### src/rtl/morph_window_3x3.sv
// morph_window_3x3
// 3x3 greyscale morphology window: erosion (min) or dilation (max) over a
// cross (5-tap) or square (9-tap) structuring element. Consumes one vertically
// aligned pixel triple per accepted cycle and emits one filtered centre pixel
// per fully populated window, three clocks after the pixel that completes it.
//
// Ports
//   clk        rising-edge clock
//   rst        synchronous active-high reset
//   valid_in   input triple accepted this cycle
//   din_top    pixel from row y-1
//   din_mid    pixel from row y
//   din_bot    pixel from row y+1
//   mode       0 = erode (min), 1 = dilate (max); sampled at column 0
//   shape      0 = cross, 1 = square; sampled at column 0
//   dout       filtered centre pixel, held while valid_out is low
//   valid_out  dout is valid this cycle
//   eol_out    marks the last output of a line (only with valid_out)
module morph_window_3x3 #(
   parameter int DATA_W    = 8,
   parameter int PIC_WIDTH = 250
) (
   input  logic              clk,
   input  logic              rst,
   input  logic              valid_in,
   input  logic [DATA_W-1:0] din_top,
   input  logic [DATA_W-1:0] din_mid,
   input  logic [DATA_W-1:0] din_bot,
   input  logic              mode,
   input  logic              shape,
   output logic [DATA_W-1:0] dout,
   output logic              valid_out,
   output logic              eol_out
);

   localparam int              COL_W    = $clog2(PIC_WIDTH);
   localparam logic [COL_W-1:0] COL_LAST = COL_W'(PIC_WIDTH - 1);
   localparam logic [COL_W-1:0] COL_TWO  = COL_W'(2);

   // Column 0 holds the newest pixel, column 2 the oldest.
   logic [DATA_W-1:0] win_top [3];
   logic [DATA_W-1:0] win_mid [3];
   logic [DATA_W-1:0] win_bot [3];

   logic [COL_W-1:0]  col;
   logic              line_mode;
   logic              line_shape;
   logic              wv;
   logic              wv_eol;

   logic [DATA_W-1:0] r_top;
   logic [DATA_W-1:0] r_mid;
   logic [DATA_W-1:0] r_bot;
   logic [DATA_W-1:0] r_ctr;
   logic              s1_valid;
   logic              s1_eol;
   logic              s1_mode;
   logic              s1_shape;

   // Two-input reduction: max when is_max, otherwise min. Ties are
   // interchangeable, so comparison direction on equality does not matter.
   function automatic logic [DATA_W-1:0] pick(
      input logic [DATA_W-1:0] a,
      input logic [DATA_W-1:0] b,
      input logic              is_max
   );
      if (is_max) return (a > b) ? a : b;
      else        return (a < b) ? a : b;
   endfunction

   function automatic logic [DATA_W-1:0] pick3(
      input logic [DATA_W-1:0] a,
      input logic [DATA_W-1:0] b,
      input logic [DATA_W-1:0] c,
      input logic              is_max
   );
      return pick(pick(a, b, is_max), c, is_max);
   endfunction

   // Window shift, column counter and per-line settings latch.
   // NOTE: sequential state uses non-blocking assignments so every register
   // samples pre-edge values; the shift chain below depends on that ordering.
   always_ff @(posedge clk) begin
      if (rst) begin
         col        <= '0;
         line_mode  <= 1'b0;
         line_shape <= 1'b0;
         wv         <= 1'b0;
         wv_eol     <= 1'b0;
         // NOTE: the window is a handful of flops, not a RAM, so it is cleared
         // explicitly; a partial line must never leak into the next one.
         for (int i = 0; i < 3; i++) begin
            win_top[i] <= '0;
            win_mid[i] <= '0;
            win_bot[i] <= '0;
         end
      end else begin
         wv     <= 1'b0;
         wv_eol <= 1'b0;
         if (valid_in) begin
            col <= (col == COL_LAST) ? '0 : col + COL_W'(1);
            win_top[0] <= din_top;
            win_mid[0] <= din_mid;
            win_bot[0] <= din_bot;
            for (int i = 1; i < 3; i++) begin
               win_top[i] <= win_top[i-1];
               win_mid[i] <= win_mid[i-1];
               win_bot[i] <= win_bot[i-1];
            end
            // Settings change only when a new line starts. Any window still
            // flagged by wv belongs to the old line and is reduced with the old
            // settings on this same edge, before the new ones are visible.
            if (col == '0) begin
               line_mode  <= mode;
               line_shape <= shape;
            end
            if (col >= COL_TWO) wv <= 1'b1;
            if (col == COL_LAST) wv_eol <= 1'b1;
         end
      end
   end

   // Stage 1: per-row reductions plus the vertical centre pair for the cross.
   // Settings are captured with the window so stage 2 never sees a newer line's.
   always_ff @(posedge clk) begin
      if (rst) begin
         r_top    <= '0;
         r_mid    <= '0;
         r_bot    <= '0;
         r_ctr    <= '0;
         s1_valid <= 1'b0;
         s1_eol   <= 1'b0;
         s1_mode  <= 1'b0;
         s1_shape <= 1'b0;
      end else begin
         s1_valid <= wv;
         s1_eol   <= wv_eol;
         if (wv) begin
            r_top    <= pick3(win_top[0], win_top[1], win_top[2], line_mode);
            r_mid    <= pick3(win_mid[0], win_mid[1], win_mid[2], line_mode);
            r_bot    <= pick3(win_bot[0], win_bot[1], win_bot[2], line_mode);
            r_ctr    <= pick(win_top[1], win_bot[1], line_mode);
            s1_mode  <= line_mode;
            s1_shape <= line_shape;
         end
      end
   end

   // Stage 2: combine the partial results according to the kernel shape.
   always_ff @(posedge clk) begin
      if (rst) begin
         dout      <= '0;
         valid_out <= 1'b0;
         eol_out   <= 1'b0;
      end else begin
         valid_out <= s1_valid;
         eol_out   <= s1_eol;
         if (s1_valid) begin
            dout <= s1_shape ? pick3(r_top, r_mid, r_bot, s1_mode)
                             : pick(r_mid, r_ctr, s1_mode);
         end
      end
   end

endmodule

### config.mk
export PLATFORM = sky130hd
export DESIGN_NAME = morph_window_3x3
export DESIGN_NICKNAME = d
export VERILOG_FILES = /design/src/rtl/morph_window_3x3.sv
export SDC_FILE = /design/constraint.sdc
export NUM_CORES = 1
export LEC_CHECK = 0
export BUFFER_PORTS_ARGS = -buffer_cell sky130_fd_sc_hd__buf_2
export CAP_MARGIN = 5
export CORE_ASPECT_RATIO = 0.8
export CORE_MARGIN = 1
export CORE_UTILIZATION = 59
export DETAILED_ROUTE_END_ITERATION = 16
export PLACE_DENSITY = 0.74
export SYNTH_ARGS = -nofsm -noshare
export SYNTH_HDL_FRONTEND = slang
export SYNTH_SLANG_ARGS = --single-unit
export TNS_END_PERCENT = 10
### constraint.sdc
create_clock -name clk -period 4.5 [get_ports clk]
set_clock_uncertainty 0.15 [all_clocks]
set_input_delay 0.45 -clock clk [delete_from_list [all_inputs] [get_ports clk]]
set_output_delay 0.45 -clock clk [all_outputs]
set_load 0.05 [all_outputs]
* Yosys cells after proc, flatten, opt, wreduce, memory -nomap -nowiden
Memories as Yosys holds them, arrays and structs flattened.
Index checks and enable logic that the tools add are counted.
** Storage, ports and cells
- Flip-flop bits (word level) :: 58
- Memory bits (writable) :: 72
- Input bits :: 29
- Logic and storage cells :: 111
- Memories :: 3
** Memory list
- win_bot :: words 3, width 8, read ports 3, clocked after Yosys merged registers in 0, write ports 3, line 43 : logic [DATA_W-1:0] win_bot [3];
- win_mid :: words 3, width 8, read ports 3, clocked after Yosys merged registers in 0, write ports 3, line 42 : logic [DATA_W-1:0] win_mid [3];
- win_top :: words 3, width 8, read ports 3, clocked after Yosys merged registers in 0, write ports 3, line 41 : logic [DATA_W-1:0] win_top [3];
** Cells by class
- $add $sub $neg :: 1
- $lt $le $gt $ge :: 21
- Equal/unequal tests :: 1
- Muxes and demuxes :: 56
- Bitwise operators :: 10
- Reduce and logical (&&, ||, !) cells :: 3
** Operators by type and width (count)
- $mux 8 :: 49
- $gt 8x8->1 :: 10
- $lt 8x8->1 :: 10
- $or 1x1->1 :: 9
- $add 8x1->8 const B :: 1
- $eq 8x8->1 const B :: 1
- $ge 8x2->1 const B :: 1
- $logic_not 8->1 :: 1
- $mux 1 :: 7
- $reduce_and 2->1 :: 1
- $reduce_or 2->1 :: 1
- $not 1->1 :: 1

* Logic depth before layout (Yosys ltp)
Gate-level depths: netlist (run 1).
- Word-level depth :: 9
- Gate-level depth with buffers :: 19
- Mapped depth without buffers :: 17

* Worst setup path before layout (run 1)
No wires, ideal clock.
- Kind :: reg2reg
- Start point :: memory win_top[1][1] (netlist: win_top[0][9])
- End point :: register r_top[0]
- Arrival time :: 3.691 ns
- Required time :: 4.255 ns
- Setup slack :: 0.564 ns
- Cell stages (with the launch flop) :: 17
- Path through :: edfxtp_1 > inv_1 > ha_1 > nor2b_1 > o211ai_1 > a21oi_1 > a2111oi_4 > mux2i_4 > mux2i_1 > inv_1 > ha_1 > a21o_1 > a21o_1 > a21oi_1 > o21a_1 > mux2_2 > a221oi_1
** RTL lines
- start: declaration :: line 41
- end signal: assignment :: line 139 : r_top <= pick3(win_top[0], win_top[1], win_top[2], line_mode);
- end: declaration :: line 51 : logic [DATA_W-1:0] r_top;

==> metrics, run 1 <==
Pins Over Slew Limit 0; Site Rows 37; Vias/cell between 5 and 6; initial antenna violation count 0; Max Buffers Root-to-Sink 2; Chip Width between 100 and 150 um; RSZ-0062 raised after global routing true; syn_nets 908; Hold/Removal Path Class in2reg; met1 usage 38.1%; clock-pin slew on the worst setup and hold paths about 0.060 ns; final worst path period need 4.39 ns; post-route cell area 9100 um^2; initial core utilization 61.2%; GRT Util Overall 28.3%; Synth Register Bits 130; CP delay by family, top compound AO/OA/AOI/OAI gates; hold_ws roughly 0.12 ns; GP Congestion between 0.9 and 1; crit path max fanout 8; cell area after synthesis 7960 um^2; worst slack, placed 0.110 ns; grt met3 use 5.19%; vias 6096; share of the yosys chip area belonging to registers 41.8%; htree depth 4; DRT iter0 DRCs 434; buffers added on ports 38; Max VDD drop 440 uV; CTS tree done; crit path launch type flip-flop; 1st-pass router iterations 8; share of cells above drive strength 1 15.0%; outcome finished, final reports clean; crit path cell chain ha_1 > nor2b_1 > o211ai_1 > a21oi_1 > a2111oi_4 > mux2i_4 > mux2i_2 > inv_1 > ha_1 > nor2b_1 > o21ai_0 > nand2b_1 > a21oi_1 > o21a_1 > mux2_2 > a221oi_1; Routed WL 18900 um; max_slew headroom 30.4%; Worst Path Class, Setup reg2reg; area delta synth->final 14.4%; Synth Flop Type edfxtp_1; WP buf/inv 1; Cells after Synth between 700 and 800; Post-synth EDFFs 72; fraction of the cycle the final worst path needs 97.6%; Synth async-reset ratio 0%; Final Util a little over two thirds; clock latency on the worst-skew pair 0.42 ns; yosys warns 0; DIE AREA 14000 um^2; Worst-Margin Slew about 1.0 ns; diode count 0; gr busiest metal met2; clock buffer count from CTS 17; Global Route met2 Usage 46.4%; residual DRC count 0; Final nets slightly below 1000; FMAX 228 MHz; placed inst area 8420 um^2; largest net degree at the start of global routing 59; count of final setup violators 0; non-filler cells, final 1042; type of destination of the critical path flip-flop; Die Y 106 um; r2r setup slk between 0.1 and 0.15 ns; Final ANT Viol Nets 0; Root Buffer clkbuf_16; # fillers 989; number of global-route vias before repair 5954; Detailed Place HPWL 13600 um; Worst path slowest cell mux2i_4; slowest cell delay on critical path 0.46 ns; Ports 39; wire per inst 18.1 um; Data required, critical path 4.66 ns; static leakage 4.16 nW; DP Cell Count approximately 1000; Avg Inst Size Synth around 10 um^2; Setup WS post-layout 0.109 ns; Final Hold Vio Count 0; Power Dens Cells between 300 and 400 nW/um^2; max-cap violations 0; GRT overflow 0; clk sinks 130; CTS Hold Buffers Added 0; first-pass GRT wire length 30300 um; Yosys cell types 50; arrival time at the worst endpoint 4.55 ns; CORE AREA 13000 um^2
-- layout by cell type (no fill, tap or decap), types with 4 or more instances in the layout --
| cell type | count |
|---|---|
| a221oi_2 | 10 |
| nor2b_1 | 12 |
| nand2b_1 | 6 |
| a21boi_1 | 7 |
| mux2i_1 | 34 |
| buf_2 | 38 |
| o21bai_1 | 27 |
| a221oi_1 | 21 |
| a21o_1 | 21 |
| clkinv_2 | 5 |
| o211ai_1 | 12 |
| buf_4 | 31 |
| a21oi_1 | 38 |
| a31o_1 | 7 |
| a31oi_1 | 8 |
| nor2_1 | 50 |
| nand4_1 | 19 |
| o21ai_1 | 14 |
| inv_1 | 96 |
| nand3_1 | 5 |
| edfxtp_1 | 72 |
| mux2i_2 | 4 |
| and2_1 | 74 |
| o21ai_0 | 22 |
| dfxtp_1 | 58 |
| clkbuf_16 | 17 |
| ha_1 | 84 |
| nand2_1 | 22 |
-- worst paths after layout --
check	from	to	cells after the start
worst max register to register	win_top[0][1]	r_top[2]	16
worst min-delay path	shape	line_shape	3
worst min register to register	wv_eol	s1_eol	1
worst max-delay path	win_top[0][1]	r_top[2]	16
-- area by class of cell --
| cell class | instances | area, um^2 | share of cell area [%] |
|---|---|---|---|
| clock buffer | 17 | 425 | 4.67 |
| multi-input combinational | 539 | 4190 | 46.0 |
| timing repair buffer | 70 | 443 | 4.87 |
| tap | 175 | 219 | 2.41 |
| clock inverter | 15 | 141 | 1.55 |
| inverter | 96 | 360 | 3.96 |
| sequential | 130 | 3320 | 36.5 |
-- cells by family after synthesis --
family / after synthesis / synth area share, %
AOI/OAI and AO/OA: 203 / 18.8
and+or+nand+nor: 203 / 13.7
DFF: 130 / 41.8
buffers and inverters: 126 / 6.01
adders and majority gates: 84 / 13.2
muxes: 43 / 5.82
xor gates and xnor gates: 6 / 0.661
-- cell usage after synthesis (all sizes together) (19+ instances only) --
cell type	number	share of area, %
edfxtp	72	27
clkbuf	24	1.1
o21ai	36	2.3
nor2	50	2.4
nand2	22	1.0
nand4	19	1.5
a221oi	31	4.0
inv	96	4.5
mux2i	40	5.4
a21o	21	2.0
and2	75	5.9
a21oi	40	2.7
o21bai	27	2.5
ha	84	13
dfxtp	58	15
-- registers in the layout, indices dropped and copies added (netlist names), 8 cells and up --
| name | flops |
|---|---|
| r_ctr | 8 |
| win_top | 24 |
| r_top | 8 |
| col | 8 |
| win_mid | 24 |
| r_bot | 8 |
| r_mid | 8 |
| win_bot | 24 |
| dout | 8 |
-- per-stage QoR --
stage / total power [mW] / TNS (ns)
after floorplan: 2.01 / 0
after global placement: 2.17 / 0
after detailed placement: 2.21 / 0
after CTS: 3.54 / 0
after global routing: 3.73 / -0.262
final: 3.58 / 0
-- metal layers --
metal	vias to the layer above	wire [um]	part of all wire [%]
met3	27	1040	5.5
met2	202	8700	46
met4	0	275	1.5
met5	-	0	0
met1	2893	8860	47
li1	2974	-	-
-- worst min-delay path, cell delays in order --
cell and delay (ns):
buf_2 0.08, mux2i_1 0.05, nor2_1 0.08
-- repair_timing --
| item | in CTS | in global routing |
|---|---|---|
| endpoints found under the setup margin | 0 | 18 |
| resized for setup | 0 | 7 |
| buffers inserted | 0 | 11 |
-- power by group --
part | switching, mW | total (mW) | leakage [nW] | internal [mW]
logic | 0.481 | 0.858 | 2.62 | 0.378
clock network | 0.528 | 1.34 | 0.274 | 0.808
registers | 0.0620 | 1.39 | 1.26 | 1.32
total | 1.07 | 3.58 | 4.16 | 2.51
No activity file was read; power rests on OpenSTA's default activity.
==> run 2, diff against run 1 <==
--- a/config.mk
+++ b/config.mk
@@ -9,9 +9,9 @@
 export CAP_MARGIN = 5
 export CORE_ASPECT_RATIO = 0.8
 export CORE_MARGIN = 1
-export CORE_UTILIZATION = 59
+export CORE_UTILIZATION = 45
 export DETAILED_ROUTE_END_ITERATION = 16
-export PLACE_DENSITY = 0.74
+export PLACE_DENSITY = 0.59
 export SYNTH_ARGS = -nofsm -noshare
 export SYNTH_HDL_FRONTEND = slang
 export SYNTH_SLANG_ARGS = --single-unit
==> run 2 against run 1 <==
Setup slack improved by 0.11 ns. Power up 2.3%. Clock power up 7%. Maximum frequency is 2.5% higher. Combinational power decreased by 2%. Clock-buffer cell count did not move. Critical endpoint is now r_top[4]. Non-clock buffer count is 1 higher.
==> metrics, run 2 (synthesis results as in run 1) <==
outcome finished, final reports clean; buffers added on ports 38; hold_ws about 0.12 ns; largest net degree at the start of global routing between 60 and 70; area delta synth->final 15.6%; Vias/cell 5.46; Hold/Removal Path Class in2reg; 1st-pass router iterations 5; final worst path period need 4.28 ns; initial core utilization 45.9%; Max Buffers Root-to-Sink 2; FF-to-FF Start win_top[0][1]; Chip Width 151 um; share of cells above drive strength 1 15.1%; GRT overflow 0; Final nets 968; CTS Hold Buffers Added 0; Final ANT Viol Nets 0; diode count 0; FMAX 234 MHz; initial antenna violation count 0; htree depth 4; Detailed Place HPWL 14000 um; sequential share of power 37.8%; Ports 39; wire per inst 17.2 um; most common cell after layout, fill and taps aside inv_1; first-pass GRT wire length 29600 um; Root Buffer clkbuf_16; Logic pwr share around 23%; count of final setup violators 0; registers with the most flip-flops win_bot x24, win_mid x24, win_top x24; Die Y 121 um; max_slew headroom 24.6%; Worst Reg-to-Reg Cells 16; GRT Util Overall a little over a fifth; clock share of power 39.2%; switching part of the total 29.8%; DIE AREA 18200 um^2; fraction of the cycle the final worst path needs 95.2%; crit path max fanout 8; Critical R2R Capture r_top[4]; post-route cell area 9200 um^2; residual DRC count 0; clock-pin slew on the worst setup and hold paths 0.06 ns; CORE AREA ~17000 um^2; Switch Pwr 1.09 mW; crit path launch type flip-flop; CTS tree done; most frequent cells in the layout inv_1, ha_1, and2_1, edfxtp_1, dfxtp_1; Routed WL 18800 um; Data required, critical path 4.67 ns; number of global-route vias before repair 5628; Pwr Total between 3 and 4 mW; clock buffer count from CTS 17; placed inst area between 8000 and 9000 um^2; Worst-Margin Slew about 1.1 ns; DRT iter0 DRCs 358; Final Hold Vio Count 0; Pins Over Slew Limit 0; r2r setup slk ~0.22 ns; Max VDD drop 229 uV; clk sinks 130; GP Congestion 0.881; static leakage 4.16 nW; # fillers 1577; max-cap violations 0; crit path to r_top[4]; clock latency on the worst-skew pair 0.43 ns; Site Rows 43; hold path startpoint shape; type of destination of the critical path flip-flop; vias about 6000; Power Dens Cells approximately 400 nW/um^2; CP startpoint win_top[0][1]; Power Internal 2.57 mW; Worst Path Class, Setup reg2reg; arrival time at the worst endpoint 4.45 ns
run 2: how the worst min path moves through the flow:
stage                          endpoint  cells after the start
after detailed placement         s1_eol                      1
after CTS                    line_shape                      3
final                        line_shape                      3
after global placement           s1_eol                      1
after floorplan                 eol_out                      1
after global routing      win_top[0][0]                      2
run 2: critical path, cell delays in order, from the launching register on:
cell,delay (ns)
edfxtp_1,0.43
ha_1,0.34
nor2b_1,0.13
o211ai_1,0.15
a21oi_1,0.12
a2111oi_4,0.30
mux2i_4,0.44
buf_4,0.19
mux2i_2,0.27
inv_1,0.07
ha_1,0.19
a21o_1,0.17
a21o_1,0.17
a21oi_1,0.14
o21a_1,0.19
mux2_2,0.42
a221oi_1,0.30
run 2: per-layer routing:
layer	part of all wire [%]	track usage (%)
met1	51	30.6
met2	44	32.9
met3	4.3	4.96
met4	1.3	5.56
met5	0	0
run 2: power by group through the flow:
stage	clock network, mW	logic (mW)	registers, mW
floorplan	0	0.623	1.38
global placement	0	0.769	1.41
finish	1.44	0.841	1.38
global route	1.50	0.928	1.39
CTS	1.46	0.806	1.38
detailed placement	0	0.799	1.41
run 2: layout make-up:
cell class                      instances  area [um^2]  area share (%)
Clock buffer                           17          425            4.63
Clock inverter                         15          183            1.99
Inverter                               96          360            3.92
Multi-Input combinational cell        539         4170            45.4
Sequential cell                       130         3320            36.1
Tap cell                              225          282            3.06
Timing Repair Buffer                   71          450            4.90
run 2: what timing repair did:
| item | in CTS | in global routing |
|---|---|---|
| gates resized for setup | 0 | 4 |
| endpoints found under the setup margin | 0 | 14 |
| setup buffers | 0 | 11 |
| endpoints found under the hold margin | 0 | 0 |
run 2: per-stage QoR:
| step | setup TNS [ns] | util [%] | setup WS (ns) | cells |
|---|---|---|---|---|
| after floorplan | 0 | - | 0.564 | 795 |
| after CTS | 0 | 52.5 | 0.0625 | 1082 |
| final | 0 | 53.1 | 0.218 | 1093 |
| after detailed placement | 0 | 49.0 | 0.0823 | 1050 |
| after global placement | 0 | 49.0 | 0.281 | 1050 |
| after global routing | -0.00219 | 53.1 | -0.00219 | 1093 |
